--- src/rtl/sa_core_ctrl.sv ---
// Tile sequencer for one systolic array core: feeds diagonally skewed operand lanes,
// waits for every row result, streams rows out under valid/ready, then acknowledges the core.
module sa_core_ctrl #(
  parameter int ROWS = 8,
  parameter int DW   = 8,
  parameter int RW   = 32,
  parameter int KW   = 8
) (
  input  logic                     clk,
  input  logic                     rst,
  input  logic                     start,
  input  logic [KW-1:0]            k_len,
  output logic                     busy,
  output logic                     done,
  input  logic [ROWS*DW-1:0]       src_a,
  input  logic [ROWS*DW-1:0]       src_w,
  input  logic                     src_valid,
  output logic                     src_ready,
  output logic [ROWS*DW-1:0]       core_a,
  output logic [ROWS*DW-1:0]       core_w,
  output logic                     core_inpvalid,
  output logic                     core_outread,
  input  logic [ROWS-1:0]          core_rvalid,
  input  logic [ROWS*RW-1:0]       core_rdata,
  output logic                     res_valid,
  input  logic                     res_ready,
  output logic [RW-1:0]            res_data,
  output logic [$clog2(ROWS)-1:0]  res_row
);
  localparam int RIW = $clog2(ROWS);

  typedef enum logic [2:0] {IDLE, FEED, SKEW, DRAIN, READ, FIN} state_t;

  state_t          state, nxt;
  logic [KW-1:0]   klen_q;
  logic [KW-1:0]   beat_cnt;
  logic [RIW-1:0]  skew_cnt;
  logic [RIW-1:0]  row_idx;
  logic            zero_q;
  logic            feed;
  logic            adv;

  assign feed = (state == FEED);
  // Pipeline only moves on accepted beats or while flushing zeros through the skew.
  assign adv  = (feed && src_valid) || (state == SKEW);

  always_comb begin
    nxt          = state;
    busy         = (state != IDLE);
    done         = 1'b0;
    src_ready    = 1'b0;
    core_outread = 1'b0;
    res_valid    = 1'b0;
    res_row      = '0;
    res_data     = '0;
    case (state)
      IDLE:  if (start) nxt = (k_len == '0) ? FIN : FEED;
      FEED: begin
        src_ready = 1'b1;
        if (src_valid && beat_cnt == klen_q - KW'(1)) nxt = (ROWS == 1) ? DRAIN : SKEW;
      end
      SKEW:  if (skew_cnt == RIW'(ROWS - 2)) nxt = DRAIN;
      DRAIN: if (&core_rvalid) nxt = READ;
      READ: begin
        res_valid = 1'b1;
        res_row   = row_idx;
        res_data  = core_rdata[RW*row_idx +: RW];
        if (res_ready && row_idx == RIW'(ROWS - 1)) nxt = FIN;
      end
      FIN: begin
        done         = 1'b1;
        core_outread = !zero_q;
        nxt          = IDLE;
      end
      default: nxt = IDLE;
    endcase
  end

  always_ff @(posedge clk or posedge rst) begin
    if (rst) begin
      state         <= IDLE;
      klen_q        <= '0;
      zero_q        <= 1'b0;
      beat_cnt      <= '0;
      skew_cnt      <= '0;
      row_idx       <= '0;
      core_inpvalid <= 1'b0;
    end else begin
      state         <= nxt;
      core_inpvalid <= adv;
      if (state == IDLE && start) begin
        klen_q   <= k_len;
        zero_q   <= (k_len == '0);
        beat_cnt <= '0;
      end else if (feed && src_valid) begin
        beat_cnt <= beat_cnt + KW'(1);
      end
      if (state == SKEW) skew_cnt <= skew_cnt + RIW'(1);
      else               skew_cnt <= '0;
      if (state == DRAIN)                 row_idx <= '0;
      else if (state == READ && res_ready) row_idx <= row_idx + RIW'(1);
    end
  end

  for (genvar r = 0; r < ROWS; r++) begin : g_lane
    logic [DW-1:0] a_q, w_q;
    assign core_a[r*DW +: DW] = a_q;
    assign core_w[r*DW +: DW] = w_q;

    if (r == 0) begin : g_direct
      always_ff @(posedge clk or posedge rst) begin
        if (rst) begin
          a_q <= '0;
          w_q <= '0;
        end else if (adv) begin
          a_q <= feed ? src_a[0 +: DW] : '0;
          w_q <= feed ? src_w[0 +: DW] : '0;
        end
      end
    end else begin : g_delay
      // r-deep delay line per lane produces the diagonal wavefront the array expects.
      logic [DW-1:0] da [r];
      logic [DW-1:0] dw [r];
      logic          dv [r];
      always_ff @(posedge clk or posedge rst) begin
        if (rst) begin
          for (int j = 0; j < r; j++) begin
            da[j] <= '0;
            dw[j] <= '0;
            dv[j] <= 1'b0;
          end
          a_q <= '0;
          w_q <= '0;
        end else if (adv) begin
          da[0] <= feed ? src_a[r*DW +: DW] : '0;
          dw[0] <= feed ? src_w[r*DW +: DW] : '0;
          dv[0] <= feed;
          for (int j = 1; j < r; j++) begin
            da[j] <= da[j-1];
            dw[j] <= dw[j-1];
            dv[j] <= dv[j-1];
          end
          a_q <= dv[r-1] ? da[r-1] : '0;
          w_q <= dv[r-1] ? dw[r-1] : '0;
        end
      end
    end
  end
endmodule

--- config.mk ---
export PLATFORM = sky130hd
export DESIGN_NAME = sa_core_ctrl
export DESIGN_NICKNAME = d
export VERILOG_FILES = /design/src/rtl/sa_core_ctrl.sv
export SDC_FILE = /design/constraint.sdc
export NUM_CORES = 1
export LEC_CHECK = 0
export BUFFER_PORTS_ARGS = -buffer_cell sky130_fd_sc_hd__buf_4
export CAP_MARGIN = 15
export CORE_MARGIN = 1.5
export CORE_UTILIZATION = 30
export DETAILED_ROUTE_END_ITERATION = 10
export PLACE_DENSITY = 0.61
export SYNTH_ARGS = -nofsm -noshare
export SYNTH_HDL_FRONTEND = slang
export SYNTH_SLANG_ARGS = --single-unit
--- constraint.sdc ---
create_clock -name clk -period 21.7 [get_ports clk]
set_input_delay 3.255 -clock clk [delete_from_list [all_inputs] [get_ports clk]]
set_output_delay 3.255 -clock clk [all_outputs]
set_load 0.01 [all_outputs]
==> results of run 1 <==
state kept, by name, indices dropped and copies added, names as in the netlist, 3 cells and up:
signal             count
g_lane.g_delay.da    224
g_lane.g_delay.dw    224
klen_q                 8
skew_cnt               3
beat_cnt               8
state                  3
g_lane.g_delay.dv      7
row_idx                3
g_lane.a_q            64
g_lane.w_q            64
logic make-up after synthesis:
| logic type | count (synthesis) |
|---|---|
| multiplexers | 104 |
| flip-flops | 610 |
| AO/OA/AOI/OAI | 155 |
| AND/OR/NAND/NOR | 1720 |
| buffers and inverters | 195 |
| XOR/XNOR | 15 |
| adder cells (fa/ha/maj) | 6 |
cells in the final DEF (no fill, tap or decap), types with 2 or more instances in the layout:
| cell type | netlist | routed |
|---|---|---|
| o31ai_1 | 2 | 2 |
| nor4_1 | 2 | 2 |
| ha_1 | 6 | 6 |
| o21ai_1 | 39 | 39 |
| nor2b_1 | 2 | 2 |
| clkbuf_16 | 0 | 71 |
| diode_2 | 0 | 17 |
| clkinv_2 | 0 | 11 |
| clkbuf_1 | 73 | 14 |
| xnor2_1 | 8 | 8 |
| mux2i_1 | 34 | 34 |
| buf_4 | 16 | 587 |
| or3_1 | 2 | 2 |
| a31oi_1 | 2 | 2 |
| clkinv_8 | 0 | 2 |
| nand2b_1 | 7 | 7 |
| o221a_2 | 2 | 2 |
| clkbuf_8 | 0 | 13 |
| mux4_2 | 64 | 64 |
| o211a_1 | 2 | 2 |
| mux2_2 | 6 | 6 |
| and3_1 | 5 | 5 |
| clkinvlp_4 | 0 | 2 |
| dfrtp_2 | 0 | 2 |
| o21ai_0 | 96 | 96 |
| a21oi_1 | 6 | 6 |
| inv_8 | 0 | 2 |
| nor3_1 | 3 | 3 |
| buf_12 | 0 | 4 |
| bufinv_16 | 0 | 6 |
| xor2_1 | 7 | 7 |
| inv_1 | 8 | 7 |
| nand4_1 | 6 | 6 |
| nand2_1 | 1522 | 1522 |
| nand3_1 | 115 | 115 |
| dfrtp_1 | 610 | 607 |
| clkinv_16 | 0 | 4 |
| nor2_1 | 49 | 49 |
worst max-delay path by stage:
stage          slack [ns]           to             from
2_1_floorplan        1.37  beat_cnt[0]              rst
3_3_place_gp        13.75  res_data[3]  core_rdata[195]
3_5_place_dp        13.74  res_data[3]  core_rdata[195]
4_1_cts             13.74  res_data[3]  core_rdata[195]
5_1_grt             13.77  res_data[3]  core_rdata[195]
6_report            13.74  res_data[3]  core_rdata[195]
stage by stage:
step	area [µm²]	setup WS, ns	util [%]
floorplan	25800	1.37	-
global placement	30800	13.75	36.2
detailed placement	30800	13.74	36.2
CTS	33300	13.74	39.1
global route	33300	13.77	39.1
finish	33300	13.74	39.1
routing by layer:
layer	up-vias	track usage [%]	routed length, µm
met5	-	0	0
met3	150	3.48	3530
met4	0	10.1	3940
met2	514	30.9	40700
met1	9842	20.7	30900
li1	9895	-	-
final cells by class:
| class | count | area share (%) |
|---|---|---|
| sequential | 610 | 45.8 |
| multi-input combinational | 2000 | 28.8 |
| timing repair buffer | 591 | 13.5 |
| clock buffer | 98 | 6.03 |
| tap | 1144 | 4.30 |
| clock inverter | 28 | 1.32 |
| inverter | 9 | 0.146 |
| antenna | 17 | 0.128 |
report_power, final:
group          total [mW]  internal [mW]  switching [mW]
Sequential           1.70           1.48           0.219
Clock                1.23          0.730           0.502
Combinational       0.858          0.312           0.546
tightest hold or removal path, stage by stage (launching register included):
cell     delay [ns]
dfrtp_1        0.34
nand2_1        0.05
nand2_1        0.05
==> results.cfg, run 1 <==
[critical_path]
r2r_end = g_lane[7].a_q[4]
cp_slowest_cell = mux4_2
worst-setup-path-type = input pin to output port
max_stage_delay_ns = 0.57
cp_num_buf_inv = 2
r2r-start = state[0]
critical_path_arrival_ns = 4.70
startpoint_type = input pin
cp_data_required_time_ns = 18.45
crit_family = multiplexers
worstPathMaxFanout = 1
critPathCaptureType = output port
reg2reg_slack_ns = 18.26
crit_path_frequent_cell = buf_4
r2r_cells = 7
crit_path_cell_trace = buf_4 -> mux4_2 -> mux2i_1 -> nor2_1 -> buf_4
cp.depth = 5

[logic_synthesis]
synth_area_leaders = dfrtp_1 59%, nand2_1 22%, mux4_2 5.6%
synth_cells = 2805
avgSynthCellArea_um2 = 9.18
synth_fa_ha_area_share_pct = 0.292
yosysWarnings = 0
synth.most_common_cell = nand2_1
ys_ff_latch = 610
synth_enable_flop_cells = 0
synth.largest_area_cell = dfrtp_1
synth_compound_area_share_pct = 3.20
synth_top_family_by_area = simple AND/OR/NAND/NOR gates
yosysUniqueCellTypes = 43
syn-num-nets = 3216
ys_async_sr_fraction_pct = 100
synth_xor_area_share_pct = 0.510
synth_seq_area_share_pct = 59.3
synth_mux_area_share_pct = 7.18
synth_common_cells = 1522 x nand2_1, 610 x dfrtp_1, 115 x nand3_1
synth_area_mm2 = 0.0258
synth_ff_type = dfrtp_1
synth-simple-area-share_pct = 26.0
yosys.area.top_type_share_pct = 59.3

[sta]
max_freq_mhz = 126
slew_violations = 0
period_share_pct = 36.7
period_needed_ns = 7.96
worst_pin_slew_ns = 1.30
slew-limit-headroom_pct = 13.7
rsz0062_at_grt = no
report.final.hold_viol_count = 0
setup_violations = 0
fin_skew_ns = 0.0449
fin_tns_setup_ns = 0
timing.hold.ws_ns = 0.428

[global_routing]
overflow = 0
grt_pass1_wl_um = 120000
grt_max_degree = 218
grt_pass1_vias = 20200
grt.total_usage_pct = 17.9
antenna_found_initial = 21

[final_layout]
finalNetCount = 3694
multiInputGateArea_mm2 = 0.00959
fill_cells = 8698
area_delta_synth_final_pct = 29.4
final-seq-area_mm2 = 0.0153
drive_above_1_share_pct = 23.5
stdcell_count = 4497

[floorplanning]
die_x_um = 296
die_y_um = 296
die_area_mm2 = 0.0876
ios = 574
start_util_pct = 30.2
fp.coreArea_mm2 = 0.0851
fp-row-count = 107

[placement]
place_inst = 4354
gp_congestion = 0.887
numPortBuffers = 573
dpl.hpwl_um = 53400

[power]
power_mw = 3.79
irDropWorstVdd_mv = 0.0839
power.density_mw_per_mm2 = 114
p_leak_nw = 17.5

[hold_path]
worstHoldPathType = register to register
min_to = g_lane[6].g_delay.dw[14]
min_path_cells = 2
hold_start = g_lane[6].g_delay.dw[22]

[drt]
drt-vias-per-instance = 4.54
drt_wl_total_um = 79000
vias = 20400
dr.pass1.iters = 5
wl_per_cell_um = 17.6
drt_iter0_drc = 1259
postRouteAntennaNets = 0
drc = 0

[clocking]
cts.sinks = 610
hold_buffers = 0
cts_made_buffers = 71
clock_latency_ns = 0.62
cts_resized = 0
cts_tree = yes
htree_levels = 3
root_buffer = clkbuf_16
max-clock-path-buffers = 3
clk_pin_slew_ns = 0.06
postCtsSetupRepairBufs = 0

[run]
max_cap_violations = 0

[run_status]
status = completed
No activity file was read; power rests on OpenSTA's default activity.
==> inputs of run 2 (changes only) <==
--- a/config.mk
+++ b/config.mk
@@ -5,6 +5,7 @@
 export SDC_FILE = /design/constraint.sdc
 export NUM_CORES = 1
 export LEC_CHECK = 0
+export ABC_AREA = 1
 export BUFFER_PORTS_ARGS = -buffer_cell sky130_fd_sc_hd__buf_4
 export CAP_MARGIN = 15
 export CORE_MARGIN = 1.5
==> constraint.sdc (replaced) <==
create_clock -name clk -period 8.2 [get_ports clk]
set_input_delay 1.23 -clock clk [delete_from_list [all_inputs] [get_ports clk]]
set_output_delay 1.23 -clock clk [all_outputs]
set_load 0.01 [all_outputs]
==> results.cfg, run 2 <==
[clocking]
postCtsSetupRepairBufs = 0
max-clock-path-buffers = 3
cts_made_buffers = 68
cts_tree = yes
htree_levels = 3
cts_resized = 0
clk_pin_slew_ns = 0.06
root_buffer = clkbuf_16
hold_buffers = 0
cts.sinks = 610
clock_latency_ns = 0.64

[power]
power.density_mw_per_mm2 = 381
power_mw = 12.6
irDropWorstVdd_mv = 0.303
p_leak_nw = 16.1

[placement]
numPortBuffers = 573
dpl.hpwl_um = 55500
gp_congestion = 0.886

[critical_path]
r2r-start = state[2]
reg2reg_slack_ns = 4.34
critical_path_arrival_ns = 3.83
startpoint_type = register
worst-setup-path-type = register to output port
worstPathMaxFanout = 77
critPathCaptureType = output port
cp_data_required_time_ns = 6.97
r2r_end = g_lane[6].g_delay.da[33]
r2r_cells = 8

[global_routing]
grt_max_degree = 244
grt_pass1_vias = 20000
grt.total_usage_pct = 17.8
grt_pass1_wl_um = 120000
overflow = 0
antenna_found_initial = 8

[drt]
vias = 21300
postRouteAntennaNets = 0
drt_iter0_drc = 1577
drc = 0
drt_wl_total_um = 80300
dr.pass1.iters = 6
wl_per_cell_um = 17.5
drt-vias-per-instance = 4.64

[logic_synthesis]
synth_cells = 2921
synth.largest_area_cell = dfrtp_1
synth.most_common_cell = dfrtp_1
syn-num-nets = 3332
synth_common_cells = 610 x dfrtp_1, 542 x nand2_1, 469 x o21ai_0
yosys.area.top_type_share_pct = 59.7
synth_enable_flop_cells = 0
ys_ff_latch = 610
yosysUniqueCellTypes = 32
synth_seq_area_share_pct = 59.7
synth_area_mm2 = 0.0256
synth_area_leaders = dfrtp_1 60%, o21ai_0 9.2%, nand2_1 8.0%
yosysWarnings = 0
avgSynthCellArea_um2 = 8.75
synth_ff_type = dfrtp_1
ys_async_sr_fraction_pct = 100

[final_layout]
mostFrequentLayoutCells = 608 x dfrtp_1, 595 x buf_4, 542 x nand2_1
finalNetCount = 3802
largestRegisters = g_lane.g_delay.da x224, g_lane.g_delay.dw x224
drive_above_1_share_pct = 21.1
final_common_cell = dfrtp_1
final_util_pct = 39.3
area_delta_synth_final_pct = 29.0

[sta]
slew_violations = 0
period_share_pct = 61.7
fin_tns_setup_ns = 0
setup_violations = 0
period_needed_ns = 5.06
rsz0062_at_grt = no
max_freq_mhz = 198
fin_skew_ns = 0.0697
slew-limit-headroom_pct = 32.6
worst_pin_slew_ns = 1.01
report.final.hold_viol_count = 0

[hold_path]
worstHoldPathType = register to register
min_path_cells = 2
hold_start = g_lane[3].g_delay.da[11]
min_to = g_lane[3].g_delay.da[3]

[floorplanning]
die_area_mm2 = 0.0870
ios = 574
fp.coreArea_mm2 = 0.0840
die_y_um = 295
die_x_um = 295
start_util_pct = 30.5
fp-row-count = 106

[run_status]
status = completed

[run]
max_cap_violations = 0
-- run 2: cells by family after synthesis --
group                    count (synthesis)  share of synthesized area [%]
AO/OA/AOI/OAI                          699                           14.0
XOR/XNOR                                 5                          0.171
adder cells (fa/ha/maj)                  6                          0.294
buffers and inverters                  482                           7.71
flip-flops                             610                           59.7
multiplexers                             6                          0.264
AND/OR/NAND/NOR                       1113                           17.9
-- run 2: stage by stage --
step	area [µm²]	setup WS, ns	hold WS [ns]	std cells
6_report	33000	3.14	0.454	4577
5_1_grt	33000	3.00	0.489	4577
4_1_cts	33000	3.24	0.453	4573
3_5_place_dp	30700	3.59	0.459	4455
3_3_place_gp	30700	3.71	0.451	4455
2_1_floorplan	25600	-1.35	0.432	2921
-- run 2: final cells by class --
type / count / area (µm²)
fill: 8489 / 51000
sequential: 610 / 15300
multi-input combinational: 1829 / 8340
timing repair buffer: 599 / 4550
clock buffer: 94 / 1930
tap: 1134 / 1420
inverter: 283 / 1080
clock inverter: 24 / 395
antenna: 4 / 10.0
-- run 2: power by group --
group	leakage [nW]	total, mW	switching, mW	internal (mW)
clock network	1.13	3.10	1.29	1.80
logic	7.25	4.46	2.87	1.59
registers	7.70	5.01	0.655	4.35
-- run 2: worst max-delay path by stage --
| stage | cells after the start | start | end |
|---|---|---|---|
| global route | 7 | row_idx[0] | res_data[9] |
| finish | 7 | row_idx[0] | res_data[8] |
| global placement | 8 | src_valid | g_lane[3].g_delay.dw[0] |
| detailed placement | 8 | src_valid | g_lane[6].g_delay.da[37] |
| floorplan | 1 | rst | beat_cnt[0] |
| CTS | 7 | row_idx[0] | res_data[9] |
-- run 2: per-layer routing --
layer  up-vias  global-route usage, %  part of all wire [%]  routed length (µm)
li1      10400                      -                     -                   -
met5         -                      0                 0.025                  20
met3       119                   4.87                   7.7                6220
met2       597                   26.2                    45               35700
met4         2                   7.03                   3.1                2470
met1     10100                   24.7                    45               35800
-- run 2: critical path, stage by stage (launching register included) --
cell	delay, ns
dfrtp_4	0.92
clkinv_2	0.82
buf_4	0.58
o21ai_0	0.26
o22ai_1	0.15
nand2_1	0.08
nand2_1	0.17
buf_4	0.20
==> inputs of run 3 (changes only) <==
==> constraint.sdc (replaced) <==
create_clock -name clk -period 4.7 [get_ports clk]
set_input_delay 0.705 -clock clk [delete_from_list [all_inputs] [get_ports clk]]
set_output_delay 0.705 -clock clk [all_outputs]
set_load 0.01 [all_outputs]
==> results.cfg, run 3 (same netlist as run 2, synthesis figures left out) <==
[floorplanning]
ios = 574
start_util_pct = 30.5
die_x_um = 295
fp.coreArea_mm2 = 0.0840
fp-row-count = 106
die_area_mm2 = 0.0870
die_y_um = 295

[critical_path]
worstPathMaxFanout = 66
cp_slowest_cell = dfrtp_2
max_stage_delay_ns = 0.81
startpoint_type = register
critPathCaptureType = output port
worst-setup-path-type = register to output port
crit_path_cell_trace = inv_1 -> buf_4 -> o21ai_0 -> o22ai_1 -> nand2_1 -> nand2_1 -> buf_4
critical_path_arrival_ns = 3.54
cp_data_required_time_ns = 3.99

[global_routing]
grt.total_usage_pct = 18.3
antenna_found_initial = 5
grt_pass1_vias = 20300
overflow = 0
grt_pass1_wl_um = 122000
grt_max_degree = 183

[sta]
slew-limit-headroom_pct = 24.0
worst_pin_slew_ns = 1.14
report.final.hold_viol_count = 0
period_needed_ns = 4.25
fin_tns_setup_ns = 0
rsz0062_at_grt = no
fin_skew_ns = 0.0490
setup_violations = 0
setup_ws_ns = 0.454
period_share_pct = 90.3
slew_violations = 0
max_freq_mhz = 235

[final_layout]
area_delta_synth_final_pct = 30.1
largestRegisters = g_lane.g_delay.da x224, g_lane.g_delay.dw x224
finalNetCount = 3813
final_common_cell = dfrtp_1
fill_cells = 8521
drive_above_1_share_pct = 21.5
mostFrequentLayoutCells = 608 x dfrtp_1, 602 x buf_4, 542 x nand2_1
final_util_pct = 39.6

[run]
max_cap_violations = 0

[drt]
postRouteAntennaNets = 0
drt_wl_total_um = 81500
vias = 21500
drc = 0
drt_iter0_drc = 1691
wl_per_cell_um = 17.7
dr.pass1.iters = 5
drt-vias-per-instance = 4.68

[clocking]
postCtsSetupRepairBufs = 0
root_buffer = clkbuf_16
cts.sinks = 610
cts_made_buffers = 70
htree_levels = 3
max-clock-path-buffers = 3
clk_pin_slew_ns = 0.06
cts_tree = yes
clock_latency_ns = 0.62
hold_buffers = 0
cts_resized = 0

[placement]
numPortBuffers = 573
preCtsSetupSlack_ns = 1.14
dpl.hpwl_um = 57000
gp_congestion = 0.925

[power]
irDropWorstVdd_mv = 0.341
power.density_mw_per_mm2 = 672
p_leak_nw = 16.2

[hold_path]
worstHoldPathType = input pin to async pin

[run_status]
status = completed
## run 3: routing by layer
| metal | up-vias | part of all wire [%] | global-route usage, % |
|---|---|---|---|
| met2 | 650 | 44 | 26.8 |
| met5 | - | 0.050 | 0 |
| li1 | 10400 | - | - |
| met1 | 10300 | 43 | 25.0 |
| met3 | 138 | 8.9 | 5.96 |
| met4 | 6 | 3.6 | 7.03 |
## run 3: final cells by class
class	count	area (µm²)	area share (%)
Clock buffer	98	2010	6.03
Multi-Input combinational cell	1829	8340	25.1
Antenna cell	2	5.00	0.0150
Inverter	283	1080	3.25
Clock inverter	29	505	1.52
Timing Repair Buffer	608	4640	13.9
Sequential cell	610	15300	45.9
Tap cell	1134	1420	4.26
## run 3: critical path: cells and delay by family (launching register included)
family          cells  cell delay, ns
compound gates      2            0.85
flops               1            0.81
simple gates        2            0.32
buf+inv             3            0.85
## run 3: final timing paths
kind / depth (start not counted) / from / slack [ns] / end
worst min register to register: 2 / g_lane[6].g_delay.da[10] / 0.45 / g_lane[6].g_delay.da[2]
worst max register to register: 7 / state[2] / 1.86 / g_lane[3].g_delay.da[20]
worst max-delay path: 7 / row_idx[1] / 0.45 / res_data[12]
worst min-delay path: 2 / rst / 0.25 / g_lane[6].g_delay.da[22]
max in group asynchronous: 4 / rst / 3.31 / g_lane[4].g_delay.da[28]
min in group clk: 3 / src_w[34] / 0.25 / g_lane[4].g_delay.dw[26]
## run 3: stage by stage
stage / hold WS (ns) / cells / power (mW) / area [µm²]
after CTS: 0.203 / 4591 / 22.7 / 33300
after global placement: 0.452 / 4464 / 16.5 / 30800
after global routing: 0.229 / 4593 / 24.1 / 33300
after detailed placement: 0.453 / 4464 / 16.7 / 30800
after floorplan: 0.432 / 2921 / 13.9 / 25600
final: 0.248 / 4593 / 22.4 / 33300
## run 3: report_power, final
part | switching [mW] | internal (mW) | total (mW)
registers | 1.10 | 7.59 | 8.69
logic | 5.11 | 2.79 | 7.90
clock network | 2.35 | 3.44 | 5.79
